--- src/rtl/ps2_multi_param_entry_if.sv ---
// Bus bundle between the PS/2 byte receiver / channel owner and the numeric entry controller.
// master drives keystrokes and channel requests; slave is the entry controller.
interface ps2_multi_param_entry_if #(
    parameter int NUM_CH = 3,
    parameter int VAL_W  = 7
);
    logic [7:0]              ps2_key_data;
    logic                    ps2_key_pressed;
    logic [NUM_CH-1:0]       ch_enable;
    logic [NUM_CH-1:0]       ch_request;
    logic                    busy;
    logic [2:0]              active_ch;
    logic [2:0]              digit_count;
    logic [13:0]             entry_value;
    logic                    commit_pulse;
    logic                    abort_pulse;
    logic [NUM_CH*VAL_W-1:0] ch_values;

    modport master (
        output ps2_key_data, ps2_key_pressed, ch_enable, ch_request,
        input  busy, active_ch, digit_count, entry_value, commit_pulse, abort_pulse, ch_values
    );

    modport slave (
        input  ps2_key_data, ps2_key_pressed, ch_enable, ch_request,
        output busy, active_ch, digit_count, entry_value, commit_pulse, abort_pulse, ch_values
    );
endinterface

--- src/rtl/ps2_multi_param_entry.sv ---
// PS/2 decimal entry controller: per-channel values typed, edited, clamped and committed.
// Optional idle-keystroke timeout enabled by defining PS2_ENTRY_TIMEOUT_EN.
module ps2_multi_param_entry #(
    parameter int          NUM_CH      = 3,
    parameter int          DIGITS      = 3,
    parameter int          VAL_W       = 7,
    parameter int          MAX_VAL     = 100,
    parameter int unsigned TIMEOUT_CYC = 50_000_000
) (
    input  logic                   Clock,
    input  logic                   Resetn,
    ps2_multi_param_entry_if.slave bus
);
    typedef enum logic [2:0] {
        S_IDLE, S_ARM, S_ENTRY, S_SKIP_BREAK, S_COMMIT, S_ABORT
    } state_t;

    state_t           r_state;
    state_t           w_next;
    logic [2:0]       r_active_ch;
    logic [2:0]       r_digit_count;
    logic [13:0]      r_entry_value;
    logic [VAL_W-1:0] r_ch_values [NUM_CH];

    logic             w_is_digit;
    logic [3:0]       w_digit;
    logic             w_req_any;
    logic [2:0]       w_req_idx;
    logic             w_en_active;
    logic             w_latch;
    logic             w_push;
    logic             w_pop;
    logic             w_timeout;
    logic [VAL_W-1:0] w_clamped;

    always_comb begin
        w_is_digit = 1'b1;
        w_digit    = '0;
        case (bus.ps2_key_data)
            8'h45:   w_digit = 4'd0;
            8'h16:   w_digit = 4'd1;
            8'h1E:   w_digit = 4'd2;
            8'h26:   w_digit = 4'd3;
            8'h25:   w_digit = 4'd4;
            8'h2E:   w_digit = 4'd5;
            8'h36:   w_digit = 4'd6;
            8'h3D:   w_digit = 4'd7;
            8'h3E:   w_digit = 4'd8;
            8'h46:   w_digit = 4'd9;
            default: w_is_digit = 1'b0;
        endcase
    end

    // Lowest enabled requester wins; also look up the enable of the channel being edited.
    always_comb begin
        w_req_any   = 1'b0;
        w_req_idx   = '0;
        w_en_active = 1'b0;
        for (int unsigned i = 0; i < NUM_CH; i++) begin
            if (bus.ch_request[i] && bus.ch_enable[i] && !w_req_any) begin
                w_req_any = 1'b1;
                w_req_idx = 3'(i);
            end
            if (r_active_ch == 3'(i))
                w_en_active = bus.ch_enable[i];
        end
    end

`ifdef PS2_ENTRY_TIMEOUT_EN
    localparam int unsigned TO_W = $clog2(TIMEOUT_CYC + 1);
    logic [TO_W-1:0] r_idle_cnt;
    logic            w_waiting;

    assign w_waiting = (r_state == S_ENTRY) || (r_state == S_SKIP_BREAK);

    always_ff @(posedge Clock or negedge Resetn) begin
        if (!Resetn)
            r_idle_cnt <= '0;
        else if (r_state == S_ARM || (w_waiting && bus.ps2_key_pressed))
            r_idle_cnt <= '0;
        else if (w_waiting)
            r_idle_cnt <= r_idle_cnt + TO_W'(1);
    end

    assign w_timeout = w_waiting && !bus.ps2_key_pressed &&
                       (r_idle_cnt == TO_W'(TIMEOUT_CYC - 1));
`else
    assign w_timeout = 1'b0;
`endif

    always_ff @(posedge Clock or negedge Resetn) begin
        if (!Resetn)
            r_state <= S_IDLE;
        else
            r_state <= w_next;
    end

    // Loss of the edited channel's enable outranks any keystroke in the same cycle.
    always_comb begin
        w_next  = r_state;
        w_latch = 1'b0;
        w_push  = 1'b0;
        w_pop   = 1'b0;
        case (r_state)
            S_IDLE: begin
                if (w_req_any) begin
                    w_next  = S_ARM;
                    w_latch = 1'b1;
                end
            end
            S_ARM:
                w_next = w_en_active ? S_ENTRY : S_ABORT;
            S_ENTRY: begin
                if (!w_en_active || w_timeout)
                    w_next = S_ABORT;
                else if (bus.ps2_key_pressed) begin
                    if (bus.ps2_key_data == 8'hF0)
                        w_next = S_SKIP_BREAK;
                    else if (w_is_digit)
                        w_push = (r_digit_count < 3'(DIGITS));
                    else if (bus.ps2_key_data == 8'h66)
                        w_pop = (r_digit_count != '0);
                    else if (bus.ps2_key_data == 8'h5A)
                        w_next = (r_digit_count != '0) ? S_COMMIT : S_ABORT;
                    else if (bus.ps2_key_data == 8'h76)
                        w_next = S_ABORT;
                end
            end
            S_SKIP_BREAK: begin
                if (!w_en_active || w_timeout)
                    w_next = S_ABORT;
                else if (bus.ps2_key_pressed)
                    w_next = S_ENTRY;
            end
            S_COMMIT, S_ABORT:
                w_next = S_IDLE;
            default:
                w_next = S_IDLE;
        endcase
    end

    assign w_clamped = (r_entry_value > 14'(MAX_VAL)) ? VAL_W'(MAX_VAL)
                                                      : r_entry_value[VAL_W-1:0];

    always_ff @(posedge Clock or negedge Resetn) begin
        if (!Resetn) begin
            r_active_ch   <= '0;
            r_digit_count <= '0;
            r_entry_value <= '0;
            for (int unsigned i = 0; i < NUM_CH; i++)
                r_ch_values[i] <= '0;
        end else begin
            if (w_latch) begin
                r_active_ch   <= w_req_idx;
                r_digit_count <= '0;
                r_entry_value <= '0;
            end else if (w_push) begin
                r_entry_value <= r_entry_value * 14'd10 + 14'(w_digit);
                r_digit_count <= r_digit_count + 3'd1;
            end else if (w_pop) begin
                r_entry_value <= r_entry_value / 14'd10;
                r_digit_count <= r_digit_count - 3'd1;
            end
            if (r_state == S_COMMIT) begin
                for (int unsigned i = 0; i < NUM_CH; i++)
                    if (r_active_ch == 3'(i))
                        r_ch_values[i] <= w_clamped;
            end
        end
    end

    always_comb begin
        bus.busy         = (r_state != S_IDLE);
        bus.commit_pulse = (r_state == S_COMMIT);
        bus.abort_pulse  = (r_state == S_ABORT);
        bus.active_ch    = r_active_ch;
        bus.digit_count  = r_digit_count;
        bus.entry_value  = r_entry_value;
        bus.ch_values    = '0;
        for (int unsigned i = 0; i < NUM_CH; i++)
            bus.ch_values[i*VAL_W +: VAL_W] = r_ch_values[i];
    end
endmodule

--- src/flat_wrapper.sv ---
// flat-port wrapper written by rule: the top's interface ports become plain ports
module ps2_multi_param_entry_flat 
#(
    parameter int          NUM_CH      = 3,
    parameter int          DIGITS      = 3,
    parameter int          VAL_W       = 7,
    parameter int          MAX_VAL     = 100,
    parameter int unsigned TIMEOUT_CYC = 50_000_000
)
  (Clock, Resetn, bus_ps2_key_data, bus_ps2_key_pressed, bus_ch_enable, bus_ch_request, bus_busy, bus_active_ch, bus_digit_count, bus_entry_value, bus_commit_pulse, bus_abort_pulse, bus_ch_values);
  ps2_multi_param_entry_if #(.NUM_CH(NUM_CH), .VAL_W(VAL_W)) bus_i ();
  input  logic Clock;
  input  logic Resetn;
  input wire logic [$bits(bus_i.ps2_key_data)-1:0] bus_ps2_key_data;
  input wire logic [$bits(bus_i.ps2_key_pressed)-1:0] bus_ps2_key_pressed;
  input wire logic [$bits(bus_i.ch_enable)-1:0] bus_ch_enable;
  input wire logic [$bits(bus_i.ch_request)-1:0] bus_ch_request;
  output wire logic [$bits(bus_i.busy)-1:0] bus_busy;
  output wire logic [$bits(bus_i.active_ch)-1:0] bus_active_ch;
  output wire logic [$bits(bus_i.digit_count)-1:0] bus_digit_count;
  output wire logic [$bits(bus_i.entry_value)-1:0] bus_entry_value;
  output wire logic [$bits(bus_i.commit_pulse)-1:0] bus_commit_pulse;
  output wire logic [$bits(bus_i.abort_pulse)-1:0] bus_abort_pulse;
  output wire logic [$bits(bus_i.ch_values)-1:0] bus_ch_values;
  assign bus_i.ps2_key_data = bus_ps2_key_data;
  assign bus_i.ps2_key_pressed = bus_ps2_key_pressed;
  assign bus_i.ch_enable = bus_ch_enable;
  assign bus_i.ch_request = bus_ch_request;
  assign bus_busy = bus_i.busy;
  assign bus_active_ch = bus_i.active_ch;
  assign bus_digit_count = bus_i.digit_count;
  assign bus_entry_value = bus_i.entry_value;
  assign bus_commit_pulse = bus_i.commit_pulse;
  assign bus_abort_pulse = bus_i.abort_pulse;
  assign bus_ch_values = bus_i.ch_values;
  ps2_multi_param_entry #(.NUM_CH(NUM_CH), .DIGITS(DIGITS), .VAL_W(VAL_W), .MAX_VAL(MAX_VAL), .TIMEOUT_CYC(TIMEOUT_CYC)) u_core (.Clock(Clock), .Resetn(Resetn), .bus(bus_i));
endmodule
--- config.mk ---
export PLATFORM = sky130hd
export DESIGN_NAME = ps2_multi_param_entry_flat
export DESIGN_NICKNAME = d
export VERILOG_FILES = /design/src/rtl/ps2_multi_param_entry_if.sv /design/src/rtl/ps2_multi_param_entry.sv /design/src/flat_wrapper.sv
export SDC_FILE = /design/constraint.sdc
export NUM_CORES = 1
export LEC_CHECK = 0
export ABC_AREA = 0
export CAP_MARGIN = 20
export CORE_AREA = 4 4 107 109
export CTS_CLUSTER_DIAMETER = 120
export DETAILED_ROUTE_END_ITERATION = 10
export DIE_AREA = 0 0 111 113
export PLACE_DENSITY = 0.73
export SYNTH_ARGS = -nofsm -noshare
export SYNTH_HDL_FRONTEND = slang
export SYNTH_SLANG_ARGS = --single-unit
--- constraint.sdc ---
create_clock -name Clock -period 8.9 [get_ports Clock]
set_input_delay 0.89 -clock Clock [delete_from_list [all_inputs] [get_ports Clock]]
set_output_delay 0.89 -clock Clock [all_outputs]
set_load 0.02 [all_outputs]
==> impl_metrics.ini <==
[placement]
placement.cell_area_sq_um = 5229
dp_hpwl_um = 9294
gp_congestion = 0.9018
portBuffers = 59

[pwr]
p_leak_nw = 2.157
power_mw = 0.5942
power_density_nw_per_um2 = 111.4
vdd_drop_max_mv = 0.1414

[clocking]
clkLatencyLatePin_ns = 0.30
htreeDepth = 2
cts_tree = done
clk_pin_slew_ns = 0.08
cts_resized = 0
cts.sinks = 43
cts_made_buffers = 5
hold_buffers = 0
cts_root_buffer = clkbuf_8
clock_path_buffers = 2
postCtsSetupRepairBufs = 0

[yosys]
seq_area_frac_synth_pct = 23.07
ys.flop_type = dfrtp_1
ys_ff_latch = 43
syn-num-nets = 649
synth.distinct_cells = 87
ys_warn_count = 0
synth_edf_count = 0
netlist_area_sq_um = 4663
syn_inst = 607
synth-async-reset-ratio_pct = 100.0
syn_avg_cell_area_sq_um = 7.682

[global_route]
grt_pass1_vias = 4409
grt_usage_pct = 20.02
antenna_found_initial = 0
grt_first_pass_wirelength_um = 21470
grt_max_degree = 44
grt-ovfl-total = 0

[cells_and_area]
nets = 678
drive_gt1_share_pct = 5.965
seq_area_sq_um = 1076
area.growth.synth_to_final_pct = 14.38
stdcell_area_sq_um = 5334
layout_commonest_cell = nand2_1
final_core_util_pct = 50.31
mostFrequentLayoutCells = 60 x nand2_1, 58 x clkdlybuf4s50_1, 53 x nor2_1
n_antenna_cell = 0
n_fill_cell = 1023
multi_input_area_sq_um = 3262

[floorplan]
design.core.area_sq_um = 10600
die-area_sq_um = 12540
row_count = 38
ioPinCount = 61
start_util_pct = 43.98
die_width_um = 111
die_y_um = 113

[routing]
wl_per_cell_um = 16.32
num_vias = 4729
dr.pass1.iters = 5
drtAntennaViolNets = 0
wl_um = 12680
drt_iter0_drc = 462
route.detailed.drc = 0
viasPerCell = 6.086

[status]
status = complete, no violations

[timing]
clock_skew_ns = 0.004432
slew_viol_final = 0
fmax_mhz = 212.4
finalSetupTns_ns = 0
rsz0062_at_grt = no
period_share_pct = 52.90
hold_viol = 0
worstMarginPinSlew_ns = 1.004
setup_viol = 0
finalCriticalPeriod_ns = 4.708
slew-limit-headroom_pct = 33.10

[setup_path]
endpoint_kind = register
critical_path_class = register to register
reg2reg_slack_ns = 4.19
cp-start-kind = register
crit_fanout = 34
critPathRequiredTime_ns = 9.09
worstPathArrival_ns = 4.90

[hold_path]
hold_path_class = register to register

[run]
drv_cap = 0
-- cells by family after synthesis --
group,synth area share [%]
and+or+nand+nor,23.99
AOI/OAI and AO/OA,31.96
buffers and inverters,6.976
DFF,23.07
adders and majority gates,7.191
xor gates and xnor gates,4.695
muxes,2.039
other,0.08042
-- Yosys cell counts, types with 8 or more instances --
cell type | number | area (sq um)
nand3_1 | 18 | 90.09
nand2b_1 | 11 | 68.82
ha_1 | 22 | 275.3
a21oi_1 | 49 | 245.2
xnor2_1 | 17 | 148.9
nor3_1 | 18 | 90.09
o21ai_0 | 44 | 220.2
xor2_1 | 8 | 70.07
buf_4 | 8 | 60.06
a31oi_1 | 16 | 100.1
nand2_1 | 60 | 225.2
nor2_1 | 53 | 198.9
inv_1 | 27 | 101.4
a21o_1 | 8 | 60.06
clkbuf_1 | 21 | 78.83
dfrtp_1 | 43 | 1076
-- critical path, cell delays in order (launching register included) --
cell and delay, ns:
dfrtp_1 1.01, nand2b_1 0.33, mux2_2 0.37, o221a_2 0.27
a211oi_4 0.29, a21oi_2 0.22, o32ai_4 0.33, a2bb2oi_4 0.29
mux2_2 0.39, and3_4 0.17, o2bb2ai_1 0.14, o221a_1 0.24
o31a_1 0.27, o31a_1 0.27
-- registers in the layout, indices dropped and copies added (netlist names) --
name / count
u_core.bus.digit_count: 3
u_core.bus.active_ch: 2
u_core.r_state: 3
u_core.bus.ch_values: 21
u_core.bus.entry_value: 14
-- path summary, 6_finish.rpt --
kind	start	to	cells past startpoint
setup / recovery	u_core.bus.entry_value[10]	u_core.bus.entry_value[0]	13
hold / removal	u_core.bus.ch_values[15]	u_core.bus.ch_values[15]	2
setup reg to reg	u_core.bus.entry_value[10]	u_core.bus.entry_value[0]	13
hold reg to reg	u_core.bus.ch_values[15]	u_core.bus.ch_values[15]	2
max in group asynchronous	Resetn	u_core.bus.digit_count[1]	2
min in group asynchronous	Resetn	u_core.bus.ch_values[11]	1
-- per-layer routing --
metal	up-vias	routed length (um)	track usage, %	part of all wire (%)
li1	2300	-	-	-
met1	2225	5435	25.74	43
met2	173	6313	35.36	50
met3	31	665	2.460	5.2
met4	0	266	5.911	2.1
met5	-	0	0	0
-- final cells by class --
type	instances	share of cell area (%)
Multi-Input combinational cell	495	61.15
Sequential cell	43	20.17
Timing Repair Buffer	63	11.78
Tap cell	140	3.284
Inverter	28	2.017
Clock buffer	6	1.361
Clock inverter	2	0.2346
-- stage by stage --
stage / worst slack [ns] / instances / hold WS, ns
floorplan: 5.031 / 607 / 0.5285
global placement: 4.384 / 768 / 0.4695
detailed placement: 4.254 / 768 / 0.4698
CTS: 4.212 / 776 / 0.4889
global route: 3.777 / 777 / 0.5068
finish: 4.192 / 777 / 0.4824
-- power breakdown --
| group | internal (mW) | switching (mW) | total [mW] |
|---|---|---|---|
| Combinational | 0.0956 | 0.129 | 0.225 |
| Clock | 0.0549 | 0.0697 | 0.125 |
| Sequential | 0.217 | 0.0275 | 0.245 |
Note: power is estimated with default switching activity, not from simulation.
